===== src/rtl/oscillator_mixer.sv =====
// Sums the samples of all enabled oscillators into one wide unsigned value.
// One oscillator is added per cycle, so a single saturating adder serves
// any number of voices. The result, its enable mask and a one-cycle update
// strobe feed the output divider, which normalises by active-oscillator count.
module oscillator_mixer #(
    parameter int NUM_OSCILLATORS         = 8,
    parameter int SAMPLE_WIDTH            = 8,
    parameter int PRE_DIVISION_AUDIO_SIZE = 16
) (
    input  logic                                    clk_in,
    input  logic                                    rst_in,
    input  logic                                    sample_tick_in,
    input  logic [NUM_OSCILLATORS*SAMPLE_WIDTH-1:0] osc_samples_in,
    input  logic [NUM_OSCILLATORS-1:0]              osc_on_in,
    output logic [PRE_DIVISION_AUDIO_SIZE-1:0]      stream_out,
    output logic [NUM_OSCILLATORS-1:0]              is_on_out,
    output logic                                    has_updated,
    output logic                                    busy_out,
    output logic                                    overrun_out
);

    localparam int IDX_W = (NUM_OSCILLATORS > 1) ? $clog2(NUM_OSCILLATORS) : 1;
    localparam logic [IDX_W-1:0] LAST_IDX = IDX_W'(NUM_OSCILLATORS - 1);

    typedef enum logic [1:0] {
        IDLE,
        ACCUM,
        DONE
    } state_t;

    state_t                                  state;
    state_t                                  state_next;
    logic [IDX_W-1:0]                        index;
    logic [NUM_OSCILLATORS*SAMPLE_WIDTH-1:0] shadow_samples;
    logic [NUM_OSCILLATORS-1:0]              shadow_on;
    logic [PRE_DIVISION_AUDIO_SIZE-1:0]      accumulator;
    logic [SAMPLE_WIDTH-1:0]                 current_sample;
    logic [PRE_DIVISION_AUDIO_SIZE:0]        sum_wide;
    logic                                    tick_accept;

    // Select the voice being added this cycle and form the widened sum; the
    // extra carry bit tells us when to clamp instead of wrapping.
    always_comb begin
        current_sample = shadow_samples[index*SAMPLE_WIDTH +: SAMPLE_WIDTH];
        sum_wide       = {1'b0, accumulator} + (PRE_DIVISION_AUDIO_SIZE+1)'(current_sample);
        tick_accept    = (state == IDLE) && sample_tick_in;
    end

    // State register; reset wins over everything else.
    always_ff @(posedge clk_in) begin
        if (rst_in) begin
            state <= IDLE;
        end else begin
            state <= state_next;
        end
    end

    // Next-state logic: a tick is only honoured in IDLE, accumulation runs
    // once per voice, then a single DONE cycle publishes the result.
    always_comb begin
        state_next = state;
        case (state)
            IDLE:    if (sample_tick_in) state_next = ACCUM;
            ACCUM:   if (index == LAST_IDX) state_next = DONE;
            DONE:    state_next = IDLE;
            default: state_next = IDLE;
        endcase
    end

    // Datapath: capture inputs at tick acceptance, accumulate with
    // saturation, publish in DONE, and flag ticks that arrive while busy.
    always_ff @(posedge clk_in) begin
        if (rst_in) begin
            index          <= '0;
            accumulator    <= '0;
            shadow_samples <= '0;
            shadow_on      <= '0;
            stream_out     <= '0;
            is_on_out      <= '0;
            has_updated    <= 1'b0;
            busy_out       <= 1'b0;
            overrun_out    <= 1'b0;
        end else begin
            has_updated <= 1'b0;
            if (sample_tick_in && (state != IDLE)) begin
                overrun_out <= 1'b1;
            end
            case (state)
                IDLE: begin
                    if (tick_accept) begin
                        shadow_samples <= osc_samples_in;
                        shadow_on      <= osc_on_in;
                        accumulator    <= '0;
                        index          <= '0;
                        busy_out       <= 1'b1;
                    end
                end
                ACCUM: begin
                    if (shadow_on[index]) begin
                        if (sum_wide[PRE_DIVISION_AUDIO_SIZE]) begin
                            accumulator <= '1;
                        end else begin
                            accumulator <= sum_wide[PRE_DIVISION_AUDIO_SIZE-1:0];
                        end
                    end
                    if (index != LAST_IDX) begin
                        index <= index + 1'b1;
                    end
                end
                DONE: begin
                    stream_out  <= accumulator;
                    is_on_out   <= shadow_on;
                    has_updated <= 1'b1;
                    busy_out    <= 1'b0;
                    index       <= '0;
                end
                default: begin
                    index <= '0;
                end
            endcase
        end
    end

endmodule


===== config.mk =====
export PLATFORM = sky130hd
export DESIGN_NAME = oscillator_mixer
export DESIGN_NICKNAME = d
export VERILOG_FILES = /design/src/rtl/oscillator_mixer.sv
export SDC_FILE = /design/constraint.sdc
export NUM_CORES = 1
export LEC_CHECK = 0
export CAP_MARGIN = 25
export CORE_UTILIZATION = 52
export DETAILED_ROUTE_END_ITERATION = 10
export PLACE_DENSITY = 0.78
export SLEW_MARGIN = 0
export SYNTH_ARGS = -nofsm -noshare
export SYNTH_HDL_FRONTEND = slang
export SYNTH_SLANG_ARGS = --single-unit

===== constraint.sdc =====
create_clock -name clk_in -period 4 [get_ports clk_in]
set_input_delay 1 -clock clk_in [delete_from_list [all_inputs] [get_ports clk_in]]
set_output_delay 1 -clock clk_in [all_outputs]
set_load 0.02 [all_outputs]

==> impl_results.md, run 1 <==
- Status: complete, no violations
- Post-DP HPWL: 9140 um
- Initial Util: 0.541
- Switching pwr: 731 uW
- Final Util: 0.714
- Critical R2R Capture: accumulator[7]$_SDFFE_PP0P_
- Dpl cells: 824
- Fin. Hold Viols: 0
- DR WL/cell: 15.8 um
- Antenna Cells: 0
- Cell Area, Synth: 5320 um2
- Hold Path Sink: overrun_out$_SDFFE_PP0P_
- Combinational cell fraction of total power: 0.087
- Worst R2R Start: index[0]$_SDFFE_PP0P_
- CP cell instances: buf_4 > mux4_1 > mux2_2 > ha_1 > a211o_1 > o211ai_1 > a21o_1 > or4_4 > a311oi_1
- Site Rows: 36
- RD Place Congestion: 0.852
- H-tree levels: 4
- Buf/Inv on CP: 1
- Total grt overflow: 0
- Finished Layout Cells: roughly 860
- Setup slack, reg-to-reg: 0.52 ns
- Commonest non-fill, non-tap cells in the layout: 204 x nand2_1, 120 x dfxtp_1, 105 x a21oi_1
- Worst skew pair latency: just over 0.5 ns
- CTS tree: done
- Synth cell types: 46
- Total track usage: 0.268
- Routed vias/inst: 5.61
- Hold Path Class: reg2reg
- Max clock buf depth: 2
- Hold Crit Start: overrun_out$_SDFFE_PP0P_
- Core Region: 9820 um2
- Residual DRC: 0
- Worst EP arrival: 3.90 ns
- Final setup TNS: 0 ns
- Drt first-iter violations: 214
- CP Launch Type: flop
- Minimum clock period: around 3.5 ns
- Setup WS post-layout: 0.520 ns
- DRT antenna net count: 0
- Num CTS Buffers: 17
- Share of cells above drive strength 1: 0.0925
- RSZ-0062 raised after global routing: no
- Cells after Synth: 630
- Resize count post-CTS: 0
- Switching Share: 0.233
- Post-synth EDFFs: 0
- Commonest non-fill, non-tap cell in the layout: nand2_1
- WL final: between 10000 and 15000 um
- Max cap viols: 0
- Reg clk slew, reported paths: 0.06 ns
- Setup crit end kind: flop
- Place WS: ~0.52 ns
- Syn-to-layout area delta: 31.9%
- Worst vdd ir: slightly below 0.3 mV
- Post-CTS Setup Bufs: 0
- Maximum clock frequency: 287 MHz
- Worst path required time: 4.42 ns
- Slew Viols, Final: 0
- Layout Nets: 797
- DIE AREA: 10600 um2
- Slew @ Worst Pin: 0.821 ns
- Slowest-stage cell, CP: dfxtp_1
- YS warnings: 0
- Final setup fails: 0
- Seq cells post-synth: 120
- Hold Path Depth: 2
- Clock network fraction of total power: 0.505
- 1st-pass router iterations: 4
- First-pass GRT wire length: 21700 um
- Largest net degree at the start of global routing: between 80 and 90
- Skew final: about 0.0065 ns
- Clk sinks: 120
- IO Count: roughly 100
- Async S/R FF share, synth: 0
- Flop pwr share: 0.408
- P_leak: 0.00260 uW
- Vias: 4804
- Post-route cell area: 7010 um2
- Avg Cell Area, Syn: 8.44 um2
- Critical path type: reg2reg
- Internal power: 2400 uW
- Final period utilization: 0.870
- PortBufs: 101
- Power density cells: approximately 450 nW/um2
- Placement Cell Area: 6360 um2
- Worst r2r path cells: 9
- # hold bufs at CTS: 0
- Vias in the first global route: about 4.5k
- Seq/Total Area, Yosys: 0.452
- Worst-path fanout max: 14
- Critical Path Max Stage Delay: roughly 0.63 ns
- Slew margin rel.: 0.452
- Chip width: 103 um
- Net count after synthesis: 716
- Family with the most delay on the worst path: compound AO/OA/AOI/OAI gates
- Dominant synthesized flop cell: dfxtp_1
- CTS root buf: clkbuf_8
- Initial antenna violation count: 0
- Die Y: 103 um
-- logic make-up after synthesis --
logic type | count (synthesis) | share of synthesized area
simple gates | 267 | 0.214
flops | 120 | 0.452
compound gates | 143 | 0.151
fa+ha+maj | 11 | 0.0273
xor+xnor | 4 | 0.00659
mux | 31 | 0.106
buf+inv | 54 | 0.0421
-- synthesized netlist by cell type (8+ instances only) --
library cell,number,area (um2)
mux4_2,9,203
mux2_2,10,113
ha_1,10,125
nor3_1,11,55.1
clkbuf_1,40,150
nand3_1,17,85.1
dfxtp_1,120,2400
a31oi_1,14,87.6
a21oi_1,105,526
nand2_1,205,769
mux4_1,8,210
-- metal layers --
metal	GRT usage	share of wire
met1	0.343	0.43
met4	0.114	0.024
met3	0.0569	0.056
met2	0.442	0.49
met5	0	0
-- area by class of cell --
class,count,area [um2]
clock buffers,19,422
clock inverters,13,195
fillers,743,2810
inverters,6,22.5
multi-input cells,456,2690
flip-flops and latches,120,2400
well taps,133,166
repair buffers,110,1110
-- through the flow --
stage	hold slack (ns)	power, uW
finish	0.451	3130
global route	0.463	3230
CTS	0.453	3140
detailed placement	0.444	1570
global placement	0.440	1560
floorplan	0.432	1450
-- power by group through the flow --
stage                     sequential, uW  clock [uW]  combinational [uW]
after global routing                1280        1650                 299
after floorplan                     1280           0                 161
after detailed placement            1300           0                 268
after global placement              1300           0                 259
final                               1280        1580                 273
after CTS                           1280        1590                 272
-- registers in the layout (all words and copies together), names as in the netlist --
register,cells
index,3
state,2
shadow_samples,64
stream_out,16
has_updated,1
is_on_out,8
busy_out,1
overrun_out,1
shadow_on,8
accumulator,16
-- worst max-delay path by stage --
stage                                      from                            to  depth (start not counted)  slack [ns]
after floorplan           index[0]$_SDFFE_PP0P_  accumulator[10]$_SDFFE_PP0P_                         12        0.78
after global placement    index[0]$_SDFFE_PP0P_   accumulator[7]$_SDFFE_PP0P_                         10        0.63
after detailed placement  index[0]$_SDFFE_PP0P_   accumulator[7]$_SDFFE_PP0P_                          9        0.52
after CTS                 index[0]$_SDFFE_PP0P_   accumulator[7]$_SDFFE_PP0P_                          9        0.48
after global routing      index[0]$_SDFFE_PP0P_   accumulator[3]$_SDFFE_PP0P_                         10        0.26
final                     index[0]$_SDFFE_PP0P_   accumulator[7]$_SDFFE_PP0P_                          9        0.52
-- worst min-delay path: cells and delay by family (launching register included) --
family	cells	cell delay (ns)
buffers and inverters	1	0.05
DFF	1	0.31
AOI/OAI and AO/OA	1	0.05
No activity file was read; power rests on OpenSTA's default activity.
==> run 2: changes to the inputs <==
- CAP_MARGIN: 25 -> 5
==> run 2 against run 1 <==
Net effect:
- global-route usage is the same
- clock power is essentially flat
- non-clock buffer count shrank 1
- clock skew shrank 0.0022 ns
- critical path depth is the same
- sequential power is essentially flat
- worst setup slack lost 0.011 ns
- critical endpoint unchanged
- largest cell class unchanged
==> impl_results.md, run 2 (same netlist as run 1, synthesis figures left out) <==
- Status: complete, no violations
- Routed vias/inst: 5.59 (-0.24%)
- Num CTS Buffers: 17 (unchanged)
- Hold Path Class: reg2reg
- Final period utilization: 0.873 (+0.00271)
- DRT antenna net count: 0 (unchanged)
- Setup crit end kind: flop
- Commonest non-fill, non-tap cells in the layout: 204 x nand2_1, 120 x dfxtp_1, 105 x a21oi_1
- Site Rows: 36 (unchanged)
- IO Count: 102 (unchanged)
- RSZ-0062 raised after global routing: no
- Worst skew pair latency: 0.52 ns (about the same)
- P_leak: 0.00258 uW (-0.54%)
- Core Region: 9820 um2 (unchanged)
- Antenna Cells: 0 (unchanged)
- Max cap viols: 0 (unchanged)
- Post-CTS Setup Bufs: 0 (unchanged)
- H-tree levels: 4 (unchanged)
- Post-DP HPWL: 9140 um (unchanged)
- Layout Nets: 796 (-0.13%)
- Initial Util: 0.541 (unchanged)
- WL final: 13300 um (-1.3%)
- Resize count post-CTS: 0 (unchanged)
- Worst vdd ir: 0.295 mV (-0.32%)
- Slew Viols, Final: 0 (unchanged)
- Skew final: 0.00430 ns (-0.00219 ns)
- CTS root buf: clkbuf_8
- First-pass GRT wire length: 21700 um (unchanged)
- Vias: 4787 (-0.35%)
- Most flop-heavy register: shadow_samples
- Slew @ Worst Pin: 1.13 ns (+0.310 ns)
- Critical path type: reg2reg
- Clk sinks: 120 (unchanged)
- Share of cells above drive strength 1: 0.0913 (-0.00126)
- Total grt overflow: 0 (unchanged)
- Maximum clock frequency: 286 MHz (-0.31%)
- Drt first-iter violations: 229 (+7.0%)
- Setup WS post-layout: 0.509 ns (-0.0109 ns)
- Max clock buf depth: 2 (unchanged)
- DR WL/cell: 15.6 um (-1.2%)
- Reg clk slew, reported paths: 0.06 ns (about the same)
- Fillers: 754 (+1.5%)
- Commonest non-fill, non-tap cell in the layout: nand2_1
- Chip width: 103 um (unchanged)
- Worst path required time: 4.42 ns (about the same)
- Largest registers: shadow_samples x64, accumulator x16, stream_out x16
- # hold bufs at CTS: 0 (unchanged)
- Worst EP arrival: 3.91 ns (about the same)
- Place WS: 0.520 ns (unchanged)
- Power density cells: 448 nW/um2 (+0.29%)
- DIE AREA: 10600 um2 (unchanged)
- Worst-path fanout max: 14 (unchanged)
- Fin. Hold Viols: 0 (unchanged)
- Syn-to-layout area delta: 31.4%
- Total power: 3130 uW (about the same)
- Die Y: 103 um (unchanged)
- PortBufs: 101 (unchanged)
- Largest net degree at the start of global routing: 83 (unchanged)
- Total track usage: 0.268 (unchanged)
- Final setup fails: 0 (unchanged)
- RD Place Congestion: 0.852 (unchanged)
- Max FFs per register: 64 (unchanged)
- Initial antenna violation count: 0 (unchanged)
- CTS tree: done
- CP Launch Type: flop
- Residual DRC: 0 (unchanged)
- Vias in the first global route: 4496 (unchanged)
- 1st-pass router iterations: 4 (unchanged)
- Slew margin rel.: 0.246 (-0.207)
- Final setup TNS: 0 ns (unchanged)
- Minimum clock period: 3.49 ns (+0.0109 ns)
[run 2: cell count changes in the layout (fill, tap and decap cells not counted), sizes merged]
cell  delta
buf      -1
[run 2: area by class of cell]
class                           instances  area, um2  share of cell area
Clock inverter                         13        195              0.0280
Clock buffer                           19        422              0.0604
Sequential cell                       120       2400               0.344
Inverter                                6       22.5             0.00323
Timing Repair Buffer                  109       1080               0.155
Tap cell                              133        166              0.0238
Multi-Input combinational cell        456       2690               0.386
[run 2: through the flow]
step / hold WS [ns] / cell area (um2) / utilization / instances
after detailed placement: 0.444 / 6360 / 0.648 / 824
final: 0.450 / 6980 / 0.711 / 856
after global routing: 0.463 / 6980 / 0.711 / 856
after global placement: 0.440 / 6360 / 0.648 / 824
after CTS: 0.453 / 6980 / 0.711 / 856
after floorplan: 0.432 / 5320 / - / 630
[run 2: path summary, 6_finish.rpt]
kind	startpoint	to	slack [ns]	depth (start not counted)
min	overrun_out$_SDFFE_PP0P_	overrun_out$_SDFFE_PP0P_	0.45	2
min reg2reg	overrun_out$_SDFFE_PP0P_	overrun_out$_SDFFE_PP0P_	0.45	2
max	index[0]$_SDFFE_PP0P_	accumulator[7]$_SDFFE_PP0P_	0.51	9
max reg2reg	index[0]$_SDFFE_PP0P_	accumulator[7]$_SDFFE_PP0P_	0.51	9
[run 2: layer usage]
metal | global-route usage | up-vias | routed length [um]
met2 | 0.442 | 179 | 6600
met4 | 0.114 | 0 | 281
met5 | 0 | - | 0
met1 | 0.343 | 2235 | 5650
li1 | - | 2348 | -
met3 | 0.0569 | 25 | 815
[run 2: power by group]
| part | switching (uW) | internal (uW) | total (uW) |
|---|---|---|---|
| Clock | 561 | 1020 | 1580 |
| Sequential | 35.9 | 1240 | 1280 |
| Combinational | 131 | 141 | 272 |
[run 2: worst max-delay path: stages, from the launching register on]
cell	delay [ns]
dfxtp_1	0.63
buf_4	0.30
mux4_1	0.31
mux2_2	0.28
ha_1	0.38
a211o_1	0.16
o211ai_1	0.16
a21o_1	0.28
or4_4	0.61
a311oi_1	0.28
